**src/rtl/shake_arbiter_pkg.sv**
```systemverilog
// Shared definitions for the two-requester SHAKE core arbiter.
// Holds the state encoding, the default parameter values and a counter-width helper.
package shake_arbiter_pkg;

    localparam int W_DEFAULT         = 32;
    localparam int FLUSH_CYC_DEFAULT = 2;
    localparam int TIMEOUT_DEFAULT   = 4095;

    localparam logic [1:0] ST_IDLE  = 2'd0;
    localparam logic [1:0] ST_OWN0  = 2'd1;
    localparam logic [1:0] ST_OWN1  = 2'd2;
    localparam logic [1:0] ST_FLUSH = 2'd3;

    typedef enum logic {
        REQ0 = 1'b0,
        REQ1 = 1'b1
    } requester_e;

    // Bits needed to hold the values 0..maxval.
    function automatic int cnt_width(input int maxval);
        return (maxval < 1) ? 1 : $clog2(maxval + 1);
    endfunction

endpackage

```
**src/rtl/shake_arbiter_watchdog.sv**
```systemverilog
// Session watchdog: counts cycles without a handshake and strobes on reaching TIMEOUT.
// The counter saturates at TIMEOUT and never wraps.
module shake_watchdog
    import shake_arbiter_pkg::*;
#(
    parameter int TIMEOUT = TIMEOUT_DEFAULT
) (
    input  logic clk,
    input  logic rst,
    input  logic clear_i,
    input  logic inc_i,
    output logic expire_o
);

    localparam int CW = cnt_width(TIMEOUT);
    localparam logic [CW-1:0] CNT_MAX = CW'(TIMEOUT);

    logic [CW-1:0] cnt_q;
    logic [CW-1:0] cnt_d;

    always_comb begin
        cnt_d = cnt_q;
        if (clear_i) begin
            cnt_d = '0;
        end else if (inc_i && (cnt_q != CNT_MAX)) begin
            cnt_d = cnt_q + 1'b1;
        end
    end

    always_ff @(posedge clk or negedge rst) begin
        if (!rst) begin
            cnt_q <= '0;
        end else begin
            cnt_q <= cnt_d;
        end
    end

    assign expire_o = inc_i && (cnt_q == CNT_MAX);

endmodule

```
**src/rtl/shake_arbiter.sv**
```systemverilog
// Round-robin arbiter giving one of two requesters exclusive use of a SHAKE core.
// Data paths are pure muxes; only the session control state is registered.
module shake_arbiter
    import shake_arbiter_pkg::*;
#(
    parameter int W         = W_DEFAULT,
    parameter int FLUSH_CYC = FLUSH_CYC_DEFAULT,
    parameter int TIMEOUT   = TIMEOUT_DEFAULT
) (
    input  logic         clk,
    input  logic         rst,

    input  logic         req0_i,
    input  logic         req1_i,
    input  logic         rel0_i,
    input  logic         rel1_i,
    output logic         gnt0_o,
    output logic         gnt1_o,

    input  logic         din_valid0_i,
    input  logic [W-1:0] din0_i,
    input  logic         dout_ready0_i,
    output logic         din_ready0_o,
    output logic         dout_valid0_o,
    output logic [W-1:0] dout0_o,

    input  logic         din_valid1_i,
    input  logic [W-1:0] din1_i,
    input  logic         dout_ready1_i,
    output logic         din_ready1_o,
    output logic         dout_valid1_o,
    output logic [W-1:0] dout1_o,

    output logic         din_valid_shake_o,
    output logic [W-1:0] din_shake_o,
    output logic         dout_ready_shake_o,
    input  logic         din_ready_shake_i,
    input  logic         dout_valid_shake_i,
    input  logic [W-1:0] dout_shake_i,

    output logic         force_done_shake_o,
    output logic         timeout_err_o
);

    localparam int FW = cnt_width(FLUSH_CYC);
    // FLUSH_CYC is expected to be at least 1; the counter runs FLUSH_CYC-1 down to 0.
    localparam logic [FW-1:0] FLUSH_LOAD = FW'(FLUSH_CYC - 1);

    logic [1:0]    rst_sync_q;
    logic          rst_n;
    logic [1:0]    state_q, state_d;
    logic [FW-1:0] flush_q, flush_d;
    requester_e    last_q, last_d;
    logic          err_q, err_d;

    logic own0, own1, owning;
    logic grant, handshake, expire, end_session;

    // Reset asserts asynchronously but is released only on a clock edge.
    always_ff @(posedge clk or negedge rst) begin
        if (!rst) begin
            rst_sync_q <= 2'b00;
        end else begin
            rst_sync_q <= {rst_sync_q[0], 1'b1};
        end
    end

    assign rst_n = rst_sync_q[1];

    assign own0   = (state_q == ST_OWN0);
    assign own1   = (state_q == ST_OWN1);
    assign owning = own0 || own1;

    assign din_valid_shake_o  = own0 ? din_valid0_i  : (own1 ? din_valid1_i  : 1'b0);
    assign din_shake_o        = own0 ? din0_i        : (own1 ? din1_i        : '0);
    assign dout_ready_shake_o = own0 ? dout_ready0_i : (own1 ? dout_ready1_i : 1'b0);

    assign din_ready0_o  = own0 && din_ready_shake_i;
    assign dout_valid0_o = own0 && dout_valid_shake_i;
    assign dout0_o       = own0 ? dout_shake_i : '0;
    assign din_ready1_o  = own1 && din_ready_shake_i;
    assign dout_valid1_o = own1 && dout_valid_shake_i;
    assign dout1_o       = own1 ? dout_shake_i : '0;

    assign handshake = (din_valid_shake_o && din_ready_shake_i) ||
                       (dout_valid_shake_i && dout_ready_shake_o);

    shake_watchdog #(
        .TIMEOUT (TIMEOUT)
    ) u_watchdog (
        .clk      (clk),
        .rst      (rst_n),
        .clear_i  (grant || handshake || !owning),
        .inc_i    (owning),
        .expire_o (expire)
    );

    // A watchdog expiry ends the session exactly like a release from the owner.
    assign end_session        = (own0 && rel0_i) || (own1 && rel1_i) || expire;
    assign force_done_shake_o = end_session;
    assign gnt0_o             = own0;
    assign gnt1_o             = own1;
    assign timeout_err_o      = err_q;

    always_comb begin
        state_d = state_q;
        flush_d = flush_q;
        last_d  = last_q;
        grant   = 1'b0;
        err_d   = err_q || expire;
        case (state_q)
            ST_IDLE: begin
                if (req0_i && (!req1_i || (last_q == REQ1))) begin
                    state_d = ST_OWN0;
                    last_d  = REQ0;
                    grant   = 1'b1;
                end else if (req1_i) begin
                    state_d = ST_OWN1;
                    last_d  = REQ1;
                    grant   = 1'b1;
                end
            end
            ST_OWN0, ST_OWN1: begin
                if (end_session) begin
                    state_d = ST_FLUSH;
                    flush_d = FLUSH_LOAD;
                end
            end
            ST_FLUSH: begin
                if (flush_q == '0) begin
                    state_d = ST_IDLE;
                end else begin
                    flush_d = flush_q - 1'b1;
                end
            end
            default: begin
                state_d = ST_IDLE;
            end
        endcase
    end

    always_ff @(posedge clk or negedge rst_n) begin
        if (!rst_n) begin
            state_q <= ST_IDLE;
            flush_q <= '0;
            last_q  <= REQ1;
            err_q   <= 1'b0;
        end else begin
            state_q <= state_d;
            flush_q <= flush_d;
            last_q  <= last_d;
            err_q   <= err_d;
        end
    end

endmodule

```
**config.mk**
```make
export PLATFORM = sky130hd
export DESIGN_NAME = shake_arbiter
export DESIGN_NICKNAME = d
export VERILOG_FILES = /design/src/rtl/shake_arbiter_pkg.sv /design/src/rtl/shake_arbiter_watchdog.sv /design/src/rtl/shake_arbiter.sv
export SDC_FILE = /design/constraint.sdc
export NUM_CORES = 1
export LEC_CHECK = 0
export CORE_AREA = 2 2 87 89
export CTS_BUF_LIST = sky130_fd_sc_hd__clkbuf_8
export CTS_CLUSTER_DIAMETER = 30
export DETAILED_ROUTE_END_ITERATION = 16
export DIE_AREA = 0 0 89 91
export PLACE_DENSITY = 0.79
export SLEW_MARGIN = 40
export SYNTH_ARGS = -nofsm -noshare
export SYNTH_HDL_FRONTEND = slang
export SYNTH_HIERARCHICAL = 1
export SYNTH_SLANG_ARGS = --single-unit
```
**constraint.sdc**
```tcl
create_clock -name clk -period 2.33 [get_ports clk]
set_input_delay 0.5825 -clock clk [delete_from_list [all_inputs] [get_ports clk]]
set_output_delay 0.5825 -clock clk [all_outputs]
set_load 0.02 [all_outputs]
```
==> key figures, run 1 <==
Pwr
  – Maximum resistive drop on vdd: 0.618 mV
  – Reported leakage power: 2.12 nW
  – Fraction of power spent switching nets: 51.7%
  – Part of the power in the clock network: 5.0%
  – Total power density per cell area: 1020 nW/um2
  – Register share of total power: 9.7%
  – Net switching power: 2.39 mW
  – Combinational Power Share: 85.2%
  – Internal Pwr Total: 2.24 mW

Synth
  – Synthesis Warnings: 6
  – Synth top area share: 22.0%
  – Async SR Flop Fraction: 100%
  – Biggest area consumer among synthesized cells: sky130_fd_sc_hd__dfrtp_1
  – Post-Synthesis Cell Area: 2160 um2
  – Number of distinct library cells after synthesis: 42
  – Count of flip-flops with a built-in enable after synthesis: 0
  – Flops & latches, synth: 20
  – Share of the yosys chip area belonging to registers: 23.2%
  – Post-Syn Nets: 424
  – Cells after synthesis: 308
  – Cells taking the most area after synthesis: sky130_fd_sc_hd__dfrtp_1 22%, sky130_fd_sc_hd__and2_1 20%, sky130_fd_sc_hd__nand2_1 13%, sky130_fd_sc_hd__o21ai_0 8.3%, sky130_fd_sc_hd__ha_1 4.6%
  – Commonest register cell after synthesis: sky130_fd_sc_hd__dfrtp_1
  – Avg Cell Area, Syn: 7.01 um2

Global route
  – Initial antenna violation count: 1
  – Overall fraction of global-route tracks in use: 22.6%
  – Final global-route overflow total: 0
  – Number of global-route vias before repair: 2,864
  – Pin count of the biggest net entering global routing: 35
  – Global-route wire length before repair: 14.5 mm

Route
  – Total number of vias: 2,987
  – Post-DRT Antenna Nets: 0
  – Routed wire length: 9.73 mm
  – Routed vias/inst: 4.63
  – Drt first pass iters: 4
  – Detailed router's first-iteration violation count: 69
  – DR DRC count: 0
  – Routed length per placed instance: 15.1 um

Worst hold path
  – Type of the tightest min-delay check: reg2async

Die
  – Core ar.: 7140 um2
  – Effective utilization at floorplan: 30.3%
  – Die width: 89 um
  – Die Span Y: 91 um
  – Count of pins on the block boundary: 214
  – Die outline area: 8100 um2
  – Standard-cell row count: 31

Status
  – Result of the run: finished, final reports clean

Setup path
  – Element type at the critical path start: register
  – Kind of end point of the critical path: output pin
  – Worst EP required: 1.75 ns
  – Classification of the worst setup path: reg2out
  – Critical Path AT: 1.67 ns
  – CP Max Fanout: 17

Timing
  – Final worst-path cycle share: 96.8%
  – Number of endpoints failing setup at the final stage: 0
  – Max-slew violation total from the final report: 0
  – Worst-case hold slack: 0.204 ns
  – Final critical path time including I/O delays and setup: 2.26 ns
  – Unrepaired setup endpoints after global routing: yes
  – Achievable Freq: 0.443 GHz
  – Maximum clock skew at final layout: 0.00206 ns
  – Number of failing hold endpoints at the final stage: 0

Clock network
  – # hold bufs at CTS: 0
  – Clock Latency Late Sink: 0.26 ns
  – Number of clock sinks: 20
  – Number of buffers on the longest clock path: 2
  – Clock root buffer: sky130_fd_sc_hd__clkbuf_8
  – Number of levels the H-tree was split into: 1
  – CTS Buf Count: 3
  – Clock-pin slew of the registers on the worst-case setup and hold paths: 0.07 ns
  – Clock tree from TritonCTS: done

Layout
  – Post-route core utilization: 63.6%
  – Number of nets in the finished design: 663
  – Count of antenna diodes in the layout: 0
  – Fraction of final layout cells with drive strength greater than 1: 20.0%
  – Area growth syn-to-layout: 110%
  – Commonest cells after routing, fill and taps aside: 108 x sky130_fd_sc_hd__clkdlybuf4s50_1, 75 x sky130_fd_sc_hd__nand2_1, 68 x sky130_fd_sc_hd__and2_1
  – Most frequent standard cell in the layout excluding fill and tap cells: sky130_fd_sc_hd__clkdlybuf4s50_1
  – Final cell count without fillers: 645
  – Finished layout cell area: 4540 um2

Placed design
  – Post-detailed-placement cell area: 4620 um2
  – Detailed placement HPWL: 8.08 mm
  – Number of cells in the design after placement: 638
  – Global placement routability congestion: 0.860
  – Quantity of I/O buffers inserted on ports: 213

Job
  – Max_cap viols: 0
synthesized netlist by cell type, drive strengths merged, types with 4 or more instances:
cell type and n:
nand4 4, nor3 4, buf 7, ha 8
a21oi 9, nor2 13, dfrtp 19, clkbuf 13
nand2 75, a211oi 6, nor2b 5, o21ai 36
nand3 5, inv 6, and2 68
worst paths after layout:
check | start | endpoint | slack, ns | cells past startpoint
worst max-delay path | state_q[1] | dout1_o[10] | 0.07 | 5
worst min-delay path | rst_sync_q[1] | u_watchdog/cnt_q[3] | 0.20 | 0
worst max register to register | state_q[1] | u_watchdog/cnt_q[7] | 0.09 | 10
worst min register to register | rst_sync_q[1] | u_watchdog/cnt_q[3] | 0.20 | 0
max in group asynchronous | rst | rst_sync_q[1] | 1.72 | 1
min in group clk | rst_sync_q[0] | rst_sync_q[1] | 0.36 | 0
layout make-up:
type / count / area [um2]
tap: 99 / 124
fill: 681 / 2600
clock inverter: 1 / 3.75
sequential: 20 / 503
clock buffer: 3 / 41.3
inverter: 6 / 22.5
timing repair buffer: 254 / 2290
multi-input combinational: 262 / 1560
power groups by stage:
stage,clock [mW],sequential (mW),combinational (mW)
2_1_floorplan,0,0.458,2.26
3_3_place_gp,0,0.451,4.21
3_5_place_dp,0,0.456,4.29
4_1_cts,0.242,0.451,4.00
5_1_grt,0.260,0.459,4.26
6_report,0.233,0.452,3.95
timing repair:
action,4_1_cts,5_1_grt
buffers inserted,2,1
gates resized for setup,209,55
setup endpoints to repair,106,62
pin swaps,3,1
critical path: stages, from the launching register on:
cell                            delay, ns
sky130_fd_sc_hd__dfrtp_1             0.40
sky130_fd_sc_hd__buf_4               0.15
sky130_fd_sc_hd__ha_4                0.18
sky130_fd_sc_hd__buf_4               0.18
sky130_fd_sc_hd__and2_1              0.17
sky130_fd_sc_hd__dlygate4sd2_1       0.33
routing by layer:
metal / vias up / GRT usage [%] / share of wire, %
li1: 1498 / - / -
met1: 1348 / 25.8 / 39
met2: 115 / 40.9 / 51
met3: 24 / 4.91 / 7.2
met4: 2 / 7.09 / 2.5
met5: - / 0 / 0.13
kinds of logic after synthesis:
logic type,Yosys count,synth area share (%)
buffers and inverters,26,6.14
xor gates and xnor gates,3,1.22
other,1,0.174
and+or+nand+nor,183,44.0
adders and majority gates,8,4.64
AOI/OAI and AO/OA,61,17.5
muxes,6,3.13
DFF,20,23.2
state kept, by name, summed over array words and instances (netlist names):
signal	flops
u_watchdog/cnt_q	12
flush_q	2
timeout_err_o	1
state_q	2
rst_sync_q	2
last_q	1
stage by stage:
step / TNS [ns] / total power, mW / setup WS, ns
floorplan: 0 / 2.72 / 0.0273
global placement: -6.44 / 4.66 / -0.348
detailed placement: -8.58 / 4.75 / -0.330
CTS: 0 / 4.69 / 0.00930
global route: -0.0406 / 4.98 / -0.0362
finish: 0 / 4.63 / 0.0740
(Power assumes the default switching activity.)
==> run 2, diff against run 1 <==
GPL_ROUTABILITY_DRIVEN = 0   (was not set)
HOLD_SLACK_MARGIN = 0.05   (was not set)
==> results of run 2 <==
No change in the layout: final DEF, timing and power equal those of run 1.
